===== config.mk =====
export PLATFORM = sky130hd
export DESIGN_NAME = mem_access_ctrl
export DESIGN_NICKNAME = d
export VERILOG_FILES = /design/src/rtl/mem_access_ctrl.sv
export SDC_FILE = /design/constraint.sdc
export NUM_CORES = 1
export LEC_CHECK = 0
export CORE_MARGIN = 2
export CORE_UTILIZATION = 43
export DETAILED_ROUTE_END_ITERATION = 12
export HOLD_SLACK_MARGIN = 0.1
export PLACE_DENSITY = 0.73
export SETUP_SLACK_MARGIN = 0.4
export SLEW_MARGIN = 20
export SYNTH_ARGS = -nofsm -noshare
export SYNTH_HDL_FRONTEND = slang
export SYNTH_SLANG_ARGS = --single-unit

===== constraint.sdc =====
create_clock -name clk -period 1.8 [get_ports clk]
set_input_delay 0.36 -clock clk [delete_from_list [all_inputs] [get_ports clk]]
set_output_delay 0.36 -clock clk [all_outputs]
set_load 0.1 [all_outputs]

===== src/rtl/mem_access_ctrl.sv =====
// Data-memory access controller: turns single load/store requests into MemRead/MemWrite cycles, with sub-word support.
// Latency: error 1 cycle, load and word store 2 cycles, sub-word store 3 cycles from accept to resp_valid.
// Backpressure: req_ready is high only in IDLE, so one request is in flight at a time; responses cannot be stalled.
//
// Ports:
//   clk, reset           - clock; synchronous active-high reset
//   req_*                - request handshake (valid/ready), kind, size, sign, byte address, store data
//   resp_*               - one-cycle completion pulse with extended load data and error flag
//   MemRead/MemWrite/Address/WriteData/ReadData - attached memory (combinational read, write on posedge)
//   stat_loads/stat_stores/stat_errs - saturating response counters, present only when
//                          MEM_ACCESS_STATS_EN is defined
module mem_access_ctrl #(
  parameter int MEM_WORDS = 256
) (
  input  logic        clk,
  input  logic        reset,
  input  logic        req_valid,
  output logic        req_ready,
  input  logic        req_write,
  input  logic [1:0]  req_size,
  input  logic        req_signed,
  input  logic [31:0] req_addr,
  input  logic [31:0] req_wdata,
  output logic        resp_valid,
  output logic [31:0] resp_rdata,
  output logic        resp_err,
  output logic        MemRead,
  output logic        MemWrite,
  output logic [31:0] Address,
  output logic [31:0] WriteData,
  input  logic [31:0] ReadData
`ifdef MEM_ACCESS_STATS_EN
  ,
  output logic [15:0] stat_loads,
  output logic [15:0] stat_stores,
  output logic [15:0] stat_errs
`endif
);

  typedef enum logic [1:0] {S_IDLE, S_RD, S_WR, S_RESP} state_t;

  // Compared at 33 bits so addresses near 2^32 cannot wrap below the limit.
  localparam logic [32:0] ADDR_LIMIT = 33'(MEM_WORDS) * 33'd4;

  state_t      state_q;
  logic        write_q;
  logic [1:0]  size_q;
  logic        signed_q;
  logic [31:0] addr_q;
  logic [31:0] wdata_q;

  logic        ready_q;
  logic        mem_read_q;
  logic        mem_write_q;
  logic [31:0] address_q;
  logic [31:0] write_data_q;
  logic        resp_valid_q;
  logic [31:0] resp_rdata_q;
  logic        resp_err_q;

  // Request legality, evaluated on the raw request at accept time.
  logic req_err;
  always_comb begin
    req_err = 1'b0;
    case (req_size)
      2'b01:   req_err = req_addr[0];
      2'b10:   req_err = (req_addr[1:0] != 2'b00);
      2'b11:   req_err = 1'b1;
      default: req_err = 1'b0;
    endcase
    if ({1'b0, req_addr} >= ADDR_LIMIT) req_err = 1'b1;
  end

  // Lane position of the registered access; halfwords are known to be
  // 2-byte aligned here, so the byte shift also covers them.
  logic [4:0]  lane_shift;
  logic [31:0] rd_shifted;
  logic [31:0] load_data;
  logic [31:0] lane_mask;
  logic [31:0] merged_word;
  always_comb begin
    lane_shift = {addr_q[1:0], 3'b000};
    rd_shifted = ReadData >> lane_shift;
    load_data  = ReadData;
    lane_mask  = 32'hFFFF_FFFF;
    case (size_q)
      2'b00: begin
        load_data = signed_q ? {{24{rd_shifted[7]}}, rd_shifted[7:0]}
                             : {24'd0, rd_shifted[7:0]};
        lane_mask = 32'h0000_00FF << lane_shift;
      end
      2'b01: begin
        load_data = signed_q ? {{16{rd_shifted[15]}}, rd_shifted[15:0]}
                             : {16'd0, rd_shifted[15:0]};
        lane_mask = 32'h0000_FFFF << lane_shift;
      end
      default: begin
        load_data = ReadData;
        lane_mask = 32'hFFFF_FFFF;
      end
    endcase
    merged_word = (ReadData & ~lane_mask) | ((wdata_q << lane_shift) & lane_mask);
  end

  // FSM with registered outputs: each transition loads the output values
  // belonging to the state being entered.
  always_ff @(posedge clk) begin
    if (reset) begin
      state_q      <= S_IDLE;
      write_q      <= 1'b0;
      size_q       <= 2'b00;
      signed_q     <= 1'b0;
      addr_q       <= 32'd0;
      wdata_q      <= 32'd0;
      ready_q      <= 1'b1;
      mem_read_q   <= 1'b0;
      mem_write_q  <= 1'b0;
      address_q    <= 32'd0;
      write_data_q <= 32'd0;
      resp_valid_q <= 1'b0;
      resp_rdata_q <= 32'd0;
      resp_err_q   <= 1'b0;
    end else begin
      ready_q      <= 1'b0;
      mem_read_q   <= 1'b0;
      mem_write_q  <= 1'b0;
      address_q    <= 32'd0;
      write_data_q <= 32'd0;
      resp_valid_q <= 1'b0;
      resp_rdata_q <= 32'd0;
      resp_err_q   <= 1'b0;
      case (state_q)
        S_IDLE: begin
          if (req_valid) begin
            write_q  <= req_write;
            size_q   <= req_size;
            signed_q <= req_signed;
            addr_q   <= req_addr;
            wdata_q  <= req_wdata;
            if (req_err) begin
              state_q      <= S_RESP;
              resp_valid_q <= 1'b1;
              resp_err_q   <= 1'b1;
            end else if (req_write && (req_size == 2'b10)) begin
              state_q      <= S_WR;
              mem_write_q  <= 1'b1;
              address_q    <= {req_addr[31:2], 2'b00};
              write_data_q <= req_wdata;
            end else begin
              // Loads and sub-word stores both start by reading the word.
              state_q    <= S_RD;
              mem_read_q <= 1'b1;
              address_q  <= {req_addr[31:2], 2'b00};
            end
          end else begin
            ready_q <= 1'b1;
          end
        end
        S_RD: begin
          if (write_q) begin
            state_q      <= S_WR;
            mem_write_q  <= 1'b1;
            address_q    <= {addr_q[31:2], 2'b00};
            write_data_q <= merged_word;
          end else begin
            state_q      <= S_RESP;
            resp_valid_q <= 1'b1;
            resp_rdata_q <= load_data;
          end
        end
        S_WR: begin
          state_q      <= S_RESP;
          resp_valid_q <= 1'b1;
        end
        S_RESP: begin
          state_q <= S_IDLE;
          ready_q <= 1'b1;
        end
        default: begin
          state_q <= S_IDLE;
          ready_q <= 1'b1;
        end
      endcase
    end
  end

  assign req_ready  = ready_q;
  assign resp_valid = resp_valid_q;
  assign resp_rdata = resp_rdata_q;
  assign resp_err   = resp_err_q;
  assign MemRead    = mem_read_q;
  // Reset seen during WR must stop the write landing on that same edge.
  assign MemWrite   = mem_write_q & ~reset;
  assign Address    = address_q;
  assign WriteData  = write_data_q;

`ifdef MEM_ACCESS_STATS_EN
  logic [15:0] stat_loads_q;
  logic [15:0] stat_stores_q;
  logic [15:0] stat_errs_q;

  always_ff @(posedge clk) begin
    if (reset) begin
      stat_loads_q  <= 16'd0;
      stat_stores_q <= 16'd0;
      stat_errs_q   <= 16'd0;
    end else if (resp_valid_q) begin
      if (resp_err_q) begin
        if (stat_errs_q != 16'hFFFF) stat_errs_q <= stat_errs_q + 16'd1;
      end else if (write_q) begin
        if (stat_stores_q != 16'hFFFF) stat_stores_q <= stat_stores_q + 16'd1;
      end else begin
        if (stat_loads_q != 16'hFFFF) stat_loads_q <= stat_loads_q + 16'd1;
      end
    end
  end

  assign stat_loads  = stat_loads_q;
  assign stat_stores = stat_stores_q;
  assign stat_errs   = stat_errs_q;
`endif

endmodule


# --- Yosys cells after proc, flatten, opt, wreduce, memory -nomap -nowiden ---
# Cells that the tools add are included.
totals:
  reg_bits: 171
  output_inout_bits: 101
  word_cells: 76
op_classes:
  order_cmp: 1
  eq_ne: 8
  shifts: 4
  n_mux: 32
  bitwise: 9
  n_reduce_logical: 8
op_table:
  columns: ["op", "count"]
  rows:
  - ["two-way mux 32 bit", 9]
  - ["one-hot mux 32 bit (2 select lines)", 4]
  - ["AND 32 bit", 2]
  - ["greater-or-equal comparator 32 x 11 -> 1 bit, second input constant", 1]
  - ["inverter 32 bit", 1]
  - ["OR 32 bit", 1]
  - ["left shift 16 x 5 -> 32 bit, first input constant", 1]
  - ["left shift 32 x 5 -> 32 bit", 1]
  - ["left shift 8 x 5 -> 32 bit, first input constant", 1]
  - ["right shift 32 x 5 -> 16 bit", 1]
  - ["two-way mux 1 bit", 11]
  - ["equality test 2 bit, second input constant", 4]
  - ["one-hot mux 2 bit (4 select lines)", 1]
  - ["equality test 2 x 1 -> 1 bit, second input constant", 3]
  - ["two-way mux 2 bit", 3]
  - ["one-hot mux 1 bit (3 select lines)", 2]
  - ["logical NOT 2 bit", 2]
  - ["inverter 1 bit", 4]
  - ["one-hot mux 1 bit (2 select lines)", 2]
  - ["OR reduction 4 bit", 1]
  - ["OR reduction 3 bit", 1]
  - ["inequality test 2 bit, second input constant", 1]
  - ["AND reduction 2 bit", 1]
  - ["nonzero test 2 bit", 1]
  - ["3 further kinds", 3]

# --- Longest topological paths before layout ---
depth:
  ltp_word: 7
  depth_mapped: 9
  mapped_depth_nobuf: 6

# --- Worst setup path before layout ---
# OpenSTA, ideal clock, no wires.
synth_path:
  kind: "input port to output port"
  from: "input port reset"
  to: "output port MemWrite"
  arrival_time_ps: 1883
  t_required_ps: 1440
  slack_ps: -443
  cell_stages: 2
  path_cell_list: "clkbuf_1 > nor2b_1"
synth_via:
  elab_chain_cells: 2
synth_rtl:
  columns: ["element", "line_no", "source"]
  rows:
  - ["from (decl)", "16", "input logic reset,"]
  - ["inverter 1 bit", "193", "assign MemWrite = mem_write_q & ~reset;"]
  - ["AND 1 bit", "193", null]
  - ["to (decl)", "28", "output logic MemWrite,"]
# No other way between the ends.

# --- Final worst setup path ---
layout_path:
  from: "register state_q[0]"
  to: "register mem_write_q"
layout_via:
  elab_chain_cells: 2
  word_cells_on_any_way: 3
layout_rtl:
  columns: ["element", "line_no", "source"]
  rows:
  - ["from (decl)", "45", "state_t state_q;"]
  - ["from (signal assigned)", "109", "state_q <= S_IDLE;"]
  - ["from (signal assigned)", "141", "state_q <= S_RESP;"]
  - ["from (signal assigned)", "145", "state_q <= S_WR;"]
  - ["equality test 2 x 1 -> 1 bit or logical NOT 2 bit (tied branches)", "132", "case (state_q)"]
  - ["one-hot mux 1 bit (2 select lines) (*)", "132", null]
  - ["to (signal assigned)", "126", "mem_write_q <= 1'b0;"]
  - ["to (signal assigned)", "146", "mem_write_q <= 1'b1;"]
  - ["to (signal assigned)", "162", "mem_write_q <= 1'b1;"]
  - ["to (decl)", "54", "logic mem_write_q;"]
# Mark *: on every way between the ends. The rest lies on a longest branch, timed or not.
# A chain may end at the register's enable or synchronous reset.

==> results_dict.tcl <==
set metrics [dict create \
    skew_ps 12.8 \
    cp.required_ps 2130 \
    place.gp.congestion 0.911 \
    p_total_mw 13.9 \
    setup_viol 0 \
    pre_cts_ws_ps -454 \
    grt_pass1_wl_um 38200 \
    drt_pre_antenna_iters 5 \
    netlist_instances 804 \
    drv_cap 0 \
    slew_violations 0 \
    worst_slew_pin_slew_ps 562 \
    synth_cell_types 49 \
    synth_seq_cells 169 \
    drcViolationCount 0 \
    synth_area_um2 7010 \
    overflow 0 \
    crit_arrival_ps 2070 \
    wire_per_inst_um 23.4 \
    hold_viol 0 \
    seqCellArea_um2 3400 \
    die_area_um2 17400 \
    numClockSinks 169 \
    max_freq_ghz 0.575 \
    tritoncts "built" \
    numCtsBuffers 17 \
    holdBufCountCts 0 \
    via_per_inst 6.06 \
    die_h_um 132 \
    path_class "reg -> reg" \
    first_global_vias 6914 \
    relSlewSlack_pct 62.2 \
    routed_wl_um 30600 \
    ys.flop_type "dfxtp_1" \
    clock_path_buffers 2 \
    die_w_um 132 \
    ir_drop_mv 1.07 \
    critPathCaptureType "register" \
    hold_ws_ps 179 \
    status "complete, no violations" \
    final_common_cell "dfxtp_1" \
    first_iter_violations 1147 \
    hpwl_um 16800 \
    start_util_pct 44.0 \
    async_flop_share_pct 0 \
    drive_gt1_share_pct 38.5 \
    ys_warn_count 0 \
    synth_edf_count 0 \
    nets 1182 \
    insertion_delay_ps 430 \
    p_leak_nw 4.98 \
    dpl_cell_area_um2 10800 \
    n_fill_cell 823 \
    multiInputGateArea_um2 4070 \
    grt_max_degree 41 \
    clk_pin_slew_worst_paths_ps 70 \
    avgSynthCellArea_um2 8.72 \
    powerDensity_nw_per_um2 1090 \
    final_cell_area_um2 12700 \
    setup_slack_ps 60.7 \
    post-route-period-util_pct 96.6 \
    fin_crit_ps 1740 \
    track_usage_pct 28.1 \
    vias 7930 \
    area_delta_synth_final_pct 81.0 \
    cts_htree_levels 4 \
    ys_seq_area_share_pct 48.2 \
    worst_setup_path_start_kind "register" \
    layout_common_cells "dfxtp_1, nand2_1, buf_12, a21oi_1, clkdlybuf4s50_1" \
    num_rows 46 \
    pin_count 204 \
    rsz0062_at_grt "true" \
    hp-class "in -> reg" \
    drtAntennaViolNets 0 \
    cts_root_buf "clkbuf_16" \
    antenna_found_initial 3 \
    core-area_um2 15900 \
    numPortBuffers 201 \
    final_util_pct 79.6 \
    cp_max_fo 18 \
]
==> cell type report <==
class | count | area share (%)
clock inverter | 15 | 1.69
antenna | 4 | 0.0788
clock buffer | 17 | 3.35
timing repair buffer | 317 | 33.7
multi-input combinational | 564 | 32.1
inverter | 6 | 0.177
sequential | 169 | 26.8
tap | 216 | 2.13
==> cell usage after synthesis, types with 2 or more instances <==
library cell / number / share of area [%]
dfxtp_1: 169 / 48
nand3b_1: 5 / 0.54
o21ai_0: 9 / 0.64
buf_2: 17 / 1.2
a21oi_1: 126 / 9.0
nand4_1: 11 / 0.98
nor4_1: 13 / 1.2
and3_1: 25 / 2.2
nand2_1: 158 / 8.5
nor2_2: 3 / 0.27
a31oi_1: 2 / 0.18
nand3_1: 11 / 0.78
a211o_1: 8 / 1.0
a22oi_1: 6 / 0.64
nor3b_1: 12 / 1.3
o31ai_1: 4 / 0.43
mux4_2: 4 / 1.3
nor2b_1: 4 / 0.36
and3b_1: 2 / 0.25
buf_1: 7 / 0.37
o22a_1: 2 / 0.25
o21a_1: 5 / 0.54
mux2i_1: 48 / 6.8
or4_1: 8 / 0.86
nor2_1: 31 / 1.7
o221a_2: 7 / 1.1
o32ai_1: 4 / 0.50
inv_1: 6 / 0.32
buf_4: 4 / 0.43
clkbuf_1: 40 / 2.1
ha_1: 4 / 0.71
o41ai_1: 2 / 0.25
and2_1: 3 / 0.27
a2bb2oi_1: 8 / 1.0
a22o_1: 5 / 0.62
o22ai_1: 18 / 1.6
==> layer usage <==
metal  vias up  part of all wire [%]  track usage (%)  routed length [µm]
met4         0                   5.9             11.3                1810
li1       3413                     -                -                   -
met1      3742                    37             36.2               11400
met3       150                   9.7             6.37                2960
met5         -                     0                0                   0
met2       625                    47             45.8               14500
==> cell families after synthesis <==
group           count (synthesis)  synth area share, %
compound gates                213                 18.7
fa+ha+maj                       4                0.714
buf+inv                        75                 4.64
flops                         169                 48.2
mux                            52                 8.13
other cells                     1               0.0535
simple gates                  290                 19.5
==> critical path: stages (launching register included) <==
cell      delay, ps
dfxtp_2         340
inv_2            80
ha_4            150
buf_6           210
o21bai_4        100
nor2_1          150
nand4_1         150
buf_6           210
o21ai_0         220
==> registers in the layout, indices dropped and copies added (netlist names), 2 cells and up <==
register / count
wdata_q: 32
WriteData: 32
size_q: 2
resp_rdata: 32
state_q: 2
addr_q: 32
Address: 30
==> where the power goes <==
part           internal [mW]  total, mW  switching, mW
logic                   2.47       5.51           3.04
registers               4.08       4.37          0.295
clock network           2.36       4.00           1.64
total                   8.90       13.9           4.98
==> timing repair <==
action	CTS	global route
buffers inserted	13	14
gates resized for setup	103	157
pin swaps	27	26
setup endpoints to repair	130	165
cloned	5	13
==> final timing paths <==
check                                             start                       to  slack, ps  cells past startpoint
worst max-delay path            state_q[0]$_SDFFE_PP0N_   mem_write_q$_SDFF_PP0_         60                      8
worst min register to register  addr_q[19]$_SDFFE_PP0P_  addr_q[19]$_SDFFE_PP0P_        450                      2
worst max register to register  state_q[0]$_SDFFE_PP0N_   mem_write_q$_SDFF_PP0_         60                      8
worst min-delay path                       req_addr[11]  addr_q[11]$_SDFFE_PP0P_        180                      3
==> through the flow <==
stage | instances | setup TNS, ps
after floorplan | 805 | 0
after global routing | 1307 | 0
after global placement | 1227 | -14850
after detailed placement | 1227 | -16560
after CTS | 1277 | 0
final | 1308 | 0
(Power assumes the default switching activity.)
